[src/rtl/rx_pkg.sv]
// Shared receive-path types and constants.
// Used by the bit sampler, frame sequencer and transmit side.
package rx_pkg;

  typedef enum logic [2:0] {
    IDLE,
    SIZE,
    DATA,
    CRC,
    STOP
  } rx_state_t;

  localparam logic START_BIT  = 1'b1;
  localparam logic STOP_BIT   = 1'b0;
  localparam int   MAX_BYTES  = 16;
  localparam int   FS_W_DEF   = 4;
  localparam int   CRC_W_DEF  = 8;
  localparam int   DATA_W_DEF = 8;
  localparam int   CNT_W      = 4;
  localparam int   BL_W       = $clog2(MAX_BYTES) + 1;

endpackage

[src/rtl/rx_byte_assembler.sv]
// MSB-first byte shifter with bit counter.
// byte_done/byte_nx are combinational on the 8th shift.
module rx_byte_assembler
  import rx_pkg::*;
#(
  parameter int DATA_W = DATA_W_DEF
) (
  input  logic              clk,
  input  logic              reset,
  input  logic              clr,
  input  logic              shift,
  input  logic              bit_in,
  output logic [DATA_W-1:0] byte_nx,
  output logic              byte_done
);

  localparam int BC_W = $clog2(DATA_W);

  logic [DATA_W-2:0] sr;
  logic [BC_W-1:0]   bcnt;

  assign byte_nx   = {sr, bit_in};
  assign byte_done = shift && (bcnt == BC_W'(DATA_W - 1));

  always_ff @(posedge clk) begin
    if (reset) begin
      sr   <= '0;
      bcnt <= '0;
    end else if (clr) begin
      bcnt <= '0;
    end else if (shift) begin
      sr   <= byte_nx[DATA_W-2:0];
      bcnt <= bcnt + BC_W'(1);
    end
  end

endmodule

[src/rtl/rx_frame_sequencer.sv]
// Receive frame controller: start, size, data, CRC, stop.
// CRC checking enabled by defining RX_CRC_CHECK_EN.
module rx_frame_sequencer
  import rx_pkg::*;
#(
  parameter int FS_W   = FS_W_DEF,
  parameter int CRC_W  = CRC_W_DEF,
  parameter int DATA_W = DATA_W_DEF
) (
  input  logic              clk,
  input  logic              reset,
  input  logic              bit_valid,
  input  logic              bit_val,
  input  logic              bit_noise,
  output logic              crc_en,
  output logic              crc_rst,
  output logic              crc_in,
  input  logic [CRC_W-1:0]  crc_out,
  output logic [DATA_W-1:0] dataout,
  output logic              dr,
  input  logic              rd,
  output logic              nf,
  output logic              over,
  output logic              fe,
  output logic              crc_err,
  output logic              frame_done,
  output logic              busy
);

  rx_state_t state, state_nx;

  logic start, sz_sh, sz_last;
  logic dt_sh, cr_sh, cr_last, st_acc;
  logic [FS_W-1:0]   fs, fs_nx;
  logic [CNT_W-1:0]  cnt;
  logic [BL_W-1:0]   bytes_left;
  logic [DATA_W-1:0] byte_nx;
  logic              byte_done;

  assign fs_nx = {fs[FS_W-2:0], bit_val};
  assign busy  = (state != IDLE);

  rx_byte_assembler #(.DATA_W(DATA_W)) u_asm (
    .clk      (clk),
    .reset    (reset),
    .clr      (start),
    .shift    (dt_sh),
    .bit_in   (bit_val),
    .byte_nx  (byte_nx),
    .byte_done(byte_done)
  );

  always_ff @(posedge clk) begin
    if (reset) state <= IDLE;
    else       state <= state_nx;
  end

  always_comb begin
    state_nx = state;
    unique case (1'b1)
      start:   state_nx = SIZE;
      sz_last: state_nx = DATA;
      byte_done && (bytes_left == BL_W'(1)):
               state_nx = CRC;
      cr_last: state_nx = STOP;
      st_acc:  state_nx = IDLE;
      default: ;
    endcase
  end

  always_comb begin
    start   = 1'b0;
    sz_sh   = 1'b0;
    sz_last = 1'b0;
    dt_sh   = 1'b0;
    cr_sh   = 1'b0;
    cr_last = 1'b0;
    st_acc  = 1'b0;
    unique case (state)
      IDLE: start = bit_valid && (bit_val == START_BIT)
                    && !bit_noise;
      SIZE: begin
        sz_sh   = bit_valid;
        sz_last = bit_valid && (cnt == CNT_W'(FS_W - 1));
      end
      DATA: dt_sh = bit_valid;
      CRC: begin
        cr_sh   = bit_valid;
        cr_last = bit_valid && (cnt == CNT_W'(CRC_W - 1));
      end
      STOP:    st_acc = bit_valid;
      default: ;
    endcase
  end

  always_ff @(posedge clk) begin
    if (reset) begin
      fs         <= '0;
      cnt        <= '0;
      bytes_left <= '0;
      dataout    <= '0;
      dr         <= 1'b0;
      nf         <= 1'b0;
      over       <= 1'b0;
      fe         <= 1'b0;
      frame_done <= 1'b0;
    end else begin
      frame_done <= st_acc;
      if (start) begin
        cnt  <= '0;
        nf   <= 1'b0;
        over <= 1'b0;
        fe   <= 1'b0;
      end
      if (sz_sh) begin
        fs  <= fs_nx;
        cnt <= sz_last ? '0 : cnt + CNT_W'(1);
      end
      // FS=0 encodes a full 16-byte frame
      if (sz_last)
        bytes_left <= (fs_nx == '0) ? BL_W'(MAX_BYTES)
                                    : BL_W'(fs_nx);
      if (cr_sh)
        cnt <= cr_last ? '0 : cnt + CNT_W'(1);
      if (bit_valid && bit_noise && busy)
        nf <= 1'b1;
      if (st_acc)
        fe <= (bit_val != STOP_BIT);
      if (byte_done) begin
        dataout    <= byte_nx;
        dr         <= 1'b1;
        bytes_left <= bytes_left - BL_W'(1);
        if (dr && !rd) over <= 1'b1;
      end else if (rd) begin
        dr <= 1'b0;
      end
    end
  end

`ifdef RX_CRC_CHECK_EN
  logic [CRC_W-1:0] rx_crc, rx_crc_nx;

  assign rx_crc_nx = {rx_crc[CRC_W-2:0], bit_val};

  always_ff @(posedge clk) begin
    if (reset) begin
      crc_en  <= 1'b0;
      crc_rst <= 1'b0;
      crc_in  <= 1'b0;
      crc_err <= 1'b0;
      rx_crc  <= '0;
    end else begin
      crc_rst <= start;
      crc_en  <= sz_sh | dt_sh;
      crc_in  <= (sz_sh | dt_sh) & bit_val;
      if (start)   crc_err <= 1'b0;
      if (cr_sh)   rx_crc  <= rx_crc_nx;
      if (cr_last) crc_err <= (rx_crc_nx != crc_out);
    end
  end
`else
  logic unused_crc;

  assign unused_crc = ^crc_out;
  assign crc_en     = 1'b0;
  assign crc_rst    = 1'b0;
  assign crc_in     = 1'b0;
  assign crc_err    = 1'b0;
`endif

endmodule
[config.mk]
export PLATFORM = sky130hd
export DESIGN_NAME = rx_frame_sequencer
export DESIGN_NICKNAME = d
export VERILOG_FILES = /design/src/rtl/rx_pkg.sv /design/src/rtl/rx_byte_assembler.sv /design/src/rtl/rx_frame_sequencer.sv
export SDC_FILE = /design/constraint.sdc
export NUM_CORES = 1
export LEC_CHECK = 0
export CORE_ASPECT_RATIO = 2
export CORE_MARGIN = 1
export CORE_UTILIZATION = 46
export DETAILED_ROUTE_END_ITERATION = 6
export GPL_ROUTABILITY_DRIVEN = 0
export GPL_TIMING_DRIVEN = 1
export PLACE_DENSITY_LB_ADDON = 0.3
export SLEW_MARGIN = 20
export SYNTH_ARGS = -nofsm -noshare
export SYNTH_HDL_FRONTEND = slang
export SYNTH_SLANG_ARGS = --single-unit
[constraint.sdc]
create_clock -name clk -period 1.52 [get_ports clk]
set_input_delay 0.152 -clock clk [delete_from_list [all_inputs] [get_ports clk]]
set_output_delay 0.152 -clock clk [all_outputs]
set_load 0.02 [all_outputs]
* Word-level counts from Yosys, hierarchy flattened
Cells that the tools add are included.
Storage, ports and cells: flip-flop bits (word level) 38, input port bits 14, output and inout bits 18
Operators by class: $add $sub $neg 3, eq/ne operators 8, muxes and demuxes 24, bitwise gates (word level) 1, reduce and logical (&&, ||, !) cells 22
Operators by type and width (count):
- 4-bit 2-to-1 mux | 5
- 1-bit 2-to-1 mux | 15
- 5-bit 2-to-1 mux | 3
- 3-bit case mux with 5 select lines | 1
- 1-bit logical AND | 9
- 2-bit nonzero test | 4
- 3-bit by 2-bit equality test with 1-bit output, second input constant | 2
- 3-bit equality test, second input constant | 2
- 3-bit nonzero test | 2
- 5-bit by 1-bit equality test with 1-bit output, second input constant | 1
- 5-bit nonzero test | 1
- 5-bit by 1-bit subtractor with 5-bit output, second input constant | 1
- 4-bit by 1-bit adder with 4-bit output, second input constant | 1
- 4-bit by 2-bit equality test with 1-bit output, second input constant | 1
- 4-bit by 3-bit equality test with 1-bit output, second input constant | 1
- 4-bit logical NOT | 1
- 3-bit by 1-bit adder with 3-bit output, second input constant | 1
- 3-bit by 1-bit equality test with 1-bit output, second input constant | 1
- 3-bit logical NOT | 1
- 1-bit logical NOT | 2
- 2-bit AND reduction | 1
- 2-bit OR reduction | 1
- 1-bit inverter | 1

* Depth between registers and ports, before layout
Gate-level depths: netlist of run 1.
depth in word-level cells 6, gate-level depth with buffers 7, depth with buffers taken out 5

* Modules after synthesis
A second synthesis of run 1 with hierarchy kept.
Unflattened totals: cells, all modules 182, area, all modules 1781.7 um2
By module, submodules not included:
- rx_frame_sequencer | times used 1, cells an instance 142, area an instance 1332.5 um2, seq. area each 560.5 um2
- rx_byte_assembler | times used 1, cells an instance 40, area an instance 449.2 um2, seq. area each 200.2 um2

* Worst setup path after synthesis of run 1
No wires, ideal clock.
kind register to register, from register state[2], to register state[0], arrival time 1.360 ns, data required time 1.388 ns, path slack 0.028 ns, stages on the path, launching flop included 6, period minus slack after synthesis 1.492 ns, cells stage by stage dfxtp_1 nand3b_2 buf_6 or4_4 o211ai_1 a21oi_1
Between the ends: cells in the longest elaborated chain, start to end 5, elaborated cells between the ends (all ways) 14
RTL lines:
- start, declared | line rx_frame_sequencer.sv:30 | rx_state_t state, state_nx;
- start signal, assigned | line rx_frame_sequencer.sv:55 | else state <= state_nx;
- 3-bit by 2-bit equality test with 1-bit output | line rx_frame_sequencer.sv:79 | unique case (state)
- 1-bit 2-to-1 mux | line rx_frame_sequencer.sv:79
- 1-bit logical AND | line rx_byte_assembler.sv:23 | assign byte_done = shift && (bcnt == BC_W'(DATA_W - 1));
- 1-bit logical AND | line rx_frame_sequencer.sv:63 | byte_done && (bytes_left == BL_W'(1)):
- 3-bit case mux with 5 select lines / 5-bit nonzero test (equally long branches)
Several ways; a longest one is shown, not always the timed one. A chain may end at the register's enable or synchronous reset.

* Worst setup path in the final report of run 1
from input bit_valid, to register fe
Between the ends: cells in the longest elaborated chain, start to end 4, elaborated cells between the ends (all ways) 6
RTL lines:
- start, declared | line rx_frame_sequencer.sv:12 | input logic bit_valid,
- 1-bit logical AND | line rx_frame_sequencer.sv:80 | IDLE: start = bit_valid && (bit_val == START_BIT)
- 1-bit logical AND | line rx_frame_sequencer.sv:81 | && !bit_noise;
- 1-bit 2-to-1 mux | line rx_frame_sequencer.sv:79
- 2-bit nonzero test (no line)
- end signal, assigned | line rx_frame_sequencer.sv:128 | fe <= (bit_val != STOP_BIT);
- end, declared | line rx_frame_sequencer.sv:24 | output logic fe,
Several ways; a longest one is shown, not always the timed one.

==> flow_summary.ini, run 1 <==
[setup_path]
setup.worst_path.class = in2reg
critical-path-max-stage-delay_ps = 580
crit_required_ps = 1710
cp_max_fo = 4
critical_path.endpoint_type = flop
crit_arrival_ps = 1630
crit_chain = clkdlybuf4s50_1, buf_4, nand2b_1, or3b_2, mux2i_1, nor2_1
cp_slowest_cell = clkdlybuf4s50_1
start_kind = primary input

[logic_synthesis]
synth_edf_count = 0
async_flop_share_pct = 0
synth_top_family_by_area = simple AND/OR/NAND/NOR gates
syn_avg_cell_area_um2 = 8.95
syn_area_um2 = 1730
synth_compound_area_share_pct = 13.6
yosys.area_share.adder_pct = 3.62
synth-simple-area-share_pct = 22.7
synth-seq-cells = 38
synthXorXnorAreaFrac_pct = 1.01
synth_warnings = 0
synthMuxAreaShare_pct = 7.90
yosys.cell_types.count = 44
synth_ff_type = dfxtp_1
ys_seq_area_share_pct = 44.1
syn_inst = 193

[global_routing]
first_global_vias = 1358
antenna_found_initial = 0
gr-usage-all-layers_pct = 20.1
grt_max_degree = 21
overflow = 0
grt_pass1_wl_um = 5800

[floorplanning]
start_util_pct = 47.9
pin_count = 32
fp.dieArea_um2 = 4020
rows = 31
fp.dieW_um = 45.3
core-area_um2 = 3610
fp.dieH_um = 88.6

[routing]
vias_per_cell = 5.33
drt_iter0_markers = 20
drt_wl_total_um = 3600
vias = 1466
drt-wirelength-per-cell_um = 13.1
drtAntennaViolNets = 0
firstDrtPassIters = 4
drc = 0

[place]
dp_hpwl_um = 2550
dpl_cell_area_um2 = 2030
portBuffers = 19

[finish]
nets = 244
most-common-layout-cells = 36 x dfxtp_1, 24 x nand2_1, 20 x a21oi_1, 18 x clkdlybuf4s50_1, 18 x buf_4
syn_to_final_growth_pct = 25.1
num_antenna_cells = 0
drive_gt1_share_pct = 18.6
layout_commonest_cell = dfxtp_1
final_area_um2 = 2160

[clock_tree]
h-tree-depth = 2
cts_max_path_buffers = 2
clkSinkCount = 38
clock_latency_ps = 290
cts-root-buf = clkbuf_8
cts_tree = built
post_cts_buffers = 0
ctsHoldBuffers = 0
cts_buffers = 5
clk_pin_slew_worst_paths_ps = 80

[power]
p_leak_uw = 0.000791
vdd_drop_max_mv = 0.866
power_density_nw_per_um2 = 849

[timing]
min_period_ps = 1440
fin_skew_ps = 5.60
hold_ws_ps = 458
finalCritPeriodShare_pct = 95.0
rsz0062_at_grt = false
hold_violations = 0
setup_violations = 0
max_freq_ghz = 0.692
finalMaxSlewViolations = 0

[job]
maxCapViolations = 0

[run_status]
status = completed

[min_path]
min-delay-path-class = reg2reg
==> area by class of cell <==
| type | instances | area (um2) |
|---|---|---|
| fillers | 315 | 1450 |
| multi-input cells | 137 | 897 |
| flip-flops and latches | 38 | 763 |
| repair buffers | 37 | 320 |
| clock buffers | 6 | 82.6 |
| well taps | 49 | 61.3 |
| inverters | 6 | 22.5 |
| clock inverters | 2 | 12.5 |
==> metal layers <==
metal	wire length (um)	GRT usage (%)	share of wire, %
met5	0	0	0
met4	108	13.2	3.0
met3	85	3.27	2.4
met2	1950	35.0	54
met1	1460	21.0	40
==> synthesized netlist by cell type (4+ instances only) <==
cell type	count	share of area (%)
nand2_1	24	5.2
clkbuf_1	5	1.1
a21oi_1	20	5.8
o21ai_0	6	1.7
mux2i_1	11	6.4
nand2b_1	5	1.8
ha_1	5	3.6
nor2_1	16	3.5
nor3_1	7	2.0
inv_1	6	1.3
buf_4	6	2.6
dfxtp_1	38	44
nand3_1	4	1.2
==> flip-flops by register name, indices dropped and copies added, names as in the netlist <==
name        count
over            1
fs              3
u_asm.sr        7
nf              1
u_asm.bcnt      3
dataout         8
dr              1
cnt             4
frame_done      1
state           3
bytes_left      5
fe              1
==> critical path, delay by kind of cell <==
kind / cells / cell delay [ps]
mux: 1 / 170
simple gates: 3 / 570
buf+inv: 2 / 730
==> path summary, 6_finish.rpt <==
check / depth (start not counted) / startpoint / slack (ps) / end
setup / recovery: 6 / bit_valid / 80 / fe
hold / removal: 2 / u_asm.sr[6] / 460 / dataout[7]
setup reg to reg: 5 / state[0] / 80 / fe
hold reg to reg: 2 / u_asm.sr[6] / 460 / dataout[7]
==> cells by family after synthesis <==
kind of cell,after synthesis
buffers and inverters,21
other,1
adders and majority gates,5
DFF,38
xor gates and xnor gates,2
and+or+nand+nor,73
muxes,13
AOI/OAI and AO/OA,40
==> report_power, final <==
part / internal [uW] / switching [uW] / leakage, uW
combinational: 41.6 / 56.0 / 0.000437
sequential: 998 / 4.93 / 0.000307
clock: 365 / 368 / 0.0000472
total: 1400 / 429 / 0.000791
==> metrics by stage <==
stage | total power, uW | setup TNS, ps | std cells | utilization, % | worst slack, ps
detailed placement | 1120 | -3090 | 267 | 56.2 | -218
global route | 1900 | 0 | 275 | 59.9 | 18.3
finish | 1830 | 0 | 275 | 59.9 | 75.4
global placement | 1120 | -2720 | 267 | 56.2 | -183
CTS | 1850 | 0 | 275 | 59.3 | 15.7
floorplan | 1090 | 0 | 196 | - | 27.7
==> what timing repair did <==
| item | CTS | global route |
|---|---|---|
| endpoints found under the hold margin | 0 | 0 |
| endpoints found under the setup margin | 3 | 11 |
| resized for setup | 5 | 8 |
(Power assumes the default switching activity.)
==> inputs of run 2 (changes only) <==
--- a/config.mk
+++ b/config.mk
@@ -6,7 +6,7 @@
 export NUM_CORES = 1
 export LEC_CHECK = 0
 export CORE_ASPECT_RATIO = 2
-export CORE_MARGIN = 1
+export CORE_MARGIN = 5
 export CORE_UTILIZATION = 46
 export DETAILED_ROUTE_END_ITERATION = 6
 export GPL_ROUTABILITY_DRIVEN = 0
==> run 2 against run 1 <==
Die area rose by 28%. Design area rose by 1.5%. Combinational power increased by 2%. Largest cell class unchanged. Sequential share of layout area down 0.52 points. Clock skew fell by 3.2 ps. Count of clock-buffer cells in the layout unchanged.
==> flow_summary.ini, run 2 (synthesis gave the netlist of run 1 again) <==
[global_routing]
gr-usage-all-layers_pct = 16.2
grt_pass1_wl_um = 6380
first_global_vias = 1408
grt_max_degree = 35
antenna_found_initial = 0
overflow = 0

[floorplanning]
fp.dieArea_um2 = 5150
start_util_pct = 47.4
pin_count = 32
fp.dieH_um = 96.6
fp.dieW_um = 53.3
core-area_um2 = 3650
rows = 31

[place]
post-place-ws_ps = -207
dpl.cell_count = 266
portBuffers = 19
dpl_cell_area_um2 = 2030
dp_hpwl_um = 2670

[routing]
drc = 0
drtAntennaViolNets = 0
firstDrtPassIters = 4
drt-wirelength-per-cell_um = 13.5
drt_iter0_markers = 31
vias = 1449
drt_wl_total_um = 3700
vias_per_cell = 5.31

[setup_path]
ff2ff_setup_slack_ps = 80
timing.rr.start = u_asm.bcnt[0]
r2r_cells = 6
cp_max_fo = 4
crit_required_ps = 1710
critical-path-max-stage-delay_ps = 560
crit_start = bit_valid
setup.worst_path.class = in2reg
crit_arrival_ps = 1630
start_kind = primary input
cp_slowest_cell = clkdlybuf4s50_1
crit_family = buffers and inverters
worst_r2r_endpoint = bytes_left[3]
crit_chain = clkdlybuf4s50_1, buf_4, nand2b_1, or3b_2, mux2i_1, nor2_1
path_buf_inv = 2
critical_path.endpoint_type = flop

[power]
seq_power_share_pct = 50.7
power_frac_comb_pct = 5.0
p_leak_uw = 0.000804
total_power_uw = 1980
switching_share_pct = 20.7
power_switching_uw = 410
power_density_nw_per_um2 = 902
vdd_drop_max_mv = 0.651
clkPwrFrac_pct = 44.2
power.internal_uw = 1570

[clock_tree]
h-tree-depth = 2
cts-root-buf = clkbuf_8
cts_tree = built
post_cts_buffers = 0
cts_buffers = 5
clk_pin_slew_worst_paths_ps = 70
cts_max_path_buffers = 2
postCtsResizedCells = 4
clkSinkCount = 38
ctsHoldBuffers = 0
clock_latency_ps = 290

[finish]
final_area_um2 = 2190
num_antenna_cells = 0
top_register = dataout
layout_commonest_cell = dfxtp_1
reg_top3 = dataout: 8 flops, u_asm.sr: 7 flops, bytes_left: 5 flops
final_cells = 273
largest_reg_flops = 8
drive_gt1_share_pct = 18.8
fin_util_pct = 60.1
syn_to_final_growth_pct = 27.0
nets = 243
most-common-layout-cells = 36 x dfxtp_1, 23 x nand2_1, 20 x a21oi_1, 18 x clkdlybuf4s50_1

[min_path]
min_to = dataout[0]
hp-start = dataout[0]
min-delay-path-class = reg2reg
holdPathStages = 2

[timing]
finalMaxSlewViolations = 0
min_period_ps = 1440
setup_violations = 0
rsz0062_at_grt = false
fin_ws_ps = 82.8
fin_skew_ps = 2.39
hold_violations = 0
finalCritPeriodShare_pct = 94.6
max_freq_ghz = 0.696

[job]
maxCapViolations = 0

[run_status]
status = completed
-- run 2: cell type report --
class | count | area [um2]
Fill cell | 348 | 1450
Multi-Input combinational cell | 137 | 907
Sequential cell | 38 | 763
Timing Repair Buffer | 36 | 325
Clock buffer | 6 | 82.6
Tap cell | 49 | 61.3
Clock inverter | 1 | 30.0
Inverter | 6 | 22.5
-- run 2: per-layer routing --
layer	routed length (um)	GRT usage, %	vias up	part of all wire, %
li1	-	-	722	-
met1	1450	18.6	679	39
met2	2010	27.3	37	54
met3	157	3.69	11	4.2
met4	89	6.50	0	2.4
met5	0	0	-	0
-- run 2: power groups by stage --
| stage | combinational, uW | clock, uW | sequential [uW] |
|---|---|---|---|
| detailed placement | 98.1 | 0 | 1030 |
| global route | 109 | 935 | 1000 |
| finish | 99.5 | 875 | 1000 |
| floorplan | 60.6 | 0 | 1030 |
| CTS | 98.9 | 896 | 1000 |
| global placement | 97.9 | 0 | 1030 |
-- run 2: worst max-delay path by stage --
stage	endpoint	slack, ps	cells past startpoint
6_report	fe	80	6
5_1_grt	fe	9	5
4_1_cts	bytes_left[2]	6	6
3_5_place_dp	cnt[2]	-210	5
3_3_place_gp	cnt[2]	-160	5
2_1_floorplan	state[0]	30	5
-- run 2: worst register-to-register path, cell delays in order, from the launching register on --
cell and delay (ps):
dfxtp_1 320, ha_1 200, ha_2 200, and2_4 160
buf_4 160, a32oi_1 200, o22ai_1 90
-- run 2: stage by stage --
step                hold WS (ps)  TNS, ps
detailed placement           447    -2700
global placement             444    -2300
floorplan                    333        0
finish                       454        0
CTS                          458        0
global route                 475        0
==> inputs of run 3 (changes only) <==
--- a/config.mk
+++ b/config.mk
@@ -10,7 +10,7 @@
 export CORE_UTILIZATION = 46
 export DETAILED_ROUTE_END_ITERATION = 6
 export GPL_ROUTABILITY_DRIVEN = 0
-export GPL_TIMING_DRIVEN = 1
+export GPL_TIMING_DRIVEN = 0
 export PLACE_DENSITY_LB_ADDON = 0.3
 export SLEW_MARGIN = 20
 export SYNTH_ARGS = -nofsm -noshare
==> run 3 against run 2 <==
Via count fell by 2.1%. Largest power group unchanged. Count of clock-buffer cells in the layout did not move. Maximum frequency fell by 4.1%.
==> flow_summary.ini, run 3 (synthesis gave the netlist of run 1 again) <==
[setup_path]
worst_r2r_endpoint = bytes_left[3]
crit_arrival_ps = 1720
r2r_cells = 5
timing.rr.start = state[0]
ff2ff_setup_slack_ps = 20
setup.worst_path.class = reg2reg
cp_max_fo = 7
critical_path.endpoint_type = flop
crit_required_ps = 1740
start_kind = flop

[finish]
top_register = dataout
layout.area.seq_um2 = 776
multi_input_area_um2 = 930
largest_reg_flops = 8
most-common-layout-cells = 32 x dfxtp_1, 24 x nand2_1, 18 x a21oi_1, 16 x nor2_1, 16 x clkdlybuf4s50_1
n_fill_cell = 368
drive_gt1_share_pct = 20.2
fin_util_pct = 59.6
nets = 241
syn_to_final_growth_pct = 25.9
num_antenna_cells = 0
reg_top3 = dataout: 8 flops, u_asm.sr: 7 flops, bytes_left: 5 flops
layout_commonest_cell = dfxtp_1

[clock_tree]
clkSinkCount = 38
cts_tree = built
clk_pin_slew_worst_paths_ps = 80
h-tree-depth = 2
clock_latency_ps = 290
cts-root-buf = clkbuf_8
cts_max_path_buffers = 2
cts_buffers = 5

[floorplanning]
pin_count = 32
fp.dieH_um = 96.6
core-area_um2 = 3650
fp.dieArea_um2 = 5150
rows = 31
start_util_pct = 47.4
fp.dieW_um = 53.3

[timing]
fin_ws_ps = 21.0
finalCritPeriodShare_pct = 98.6
max_freq_ghz = 0.667
fin_skew_ps = 5.90
setup_violations = 0
hold_ws_ps = 221
rsz0062_at_grt = true
hold_violations = 0
worstMarginPinSlew_ps = 553
max_slew_margin_pct = 63.2
finalMaxSlewViolations = 0
setup_tns_ps = 0
min_period_ps = 1500

[routing]
drt_wl_total_um = 3800
firstDrtPassIters = 3
drt-wirelength-per-cell_um = 14.0
drtAntennaViolNets = 0
vias_per_cell = 5.22
drc = 0
drt_iter0_markers = 23
vias = 1419

[power]
power_density_nw_per_um2 = 840
vdd_drop_max_mv = 0.736
total_power_uw = 1830
p_leak_uw = 0.000785

[global_routing]
gr-usage-all-layers_pct = 16.4
antenna_found_initial = 0
grt_max_degree = 13
overflow = 0
first_global_vias = 1471
grt_pass1_wl_um = 6520

[place]
portBuffers = 18
post-place-ws_ps = -406
dp_hpwl_um = 2770

[run_status]
status = completed

[min_path]
min-delay-path-class = in2reg
min_to = dataout[0]
holdPathStages = 3
hp-start = bit_val

[job]
maxCapViolations = 0
-- run 3: worst max-delay path by stage --
stage               cells past startpoint            end      start
finish                                  5  bytes_left[3]   state[0]
global route                            5  bytes_left[3]   state[0]
CTS                                     5       state[0]   state[2]
detailed placement                      6       state[0]  bit_valid
global placement                        6       state[0]  bit_valid
floorplan                               5       state[0]   state[2]
-- run 3: report_power, final --
group	switching [uW]	internal (uW)
sequential	6.38	994
clock	365	365
combinational	57.4	37.6
-- run 3: what timing repair did --
action	CTS	global route
hold buffers	0	0
endpoints found under the hold margin	0	0
buffers inserted	0	1
pin swaps	0	4
setup endpoints to repair	18	27
resized for setup	16	21
-- run 3: cell type report --
type | instances | share of cell area, %
well taps | 49 | 2.82
multi-input cells | 137 | 42.8
flip-flops and latches | 38 | 35.7
plain buffers | 15 | 4.95
clock buffers | 6 | 3.80
inverters | 6 | 1.04
clock inverters | 2 | 0.576
repair buffers | 19 | 8.35
-- run 3: per-stage QoR --
step	cells	area [um2]
2_1_floorplan	196	1740
3_3_place_gp	263	1980
3_5_place_dp	263	1980
4_1_cts	271	2120
5_1_grt	272	2170
6_report	272	2170
-- run 3: metal layers --
layer | track usage (%) | share of wire, %
met1 | 17.8 | 41
met2 | 28.9 | 54
met3 | 3.08 | 2.7
met4 | 7.28 | 1.7
met5 | 0 | 0
-- run 3: worst max-delay path: stages (launching register included) --
cell      delay, ps
dfxtp_4         390
and4bb_4        370
and2_1          140
buf_6           120
mux2_4          290
o22ai_1         110
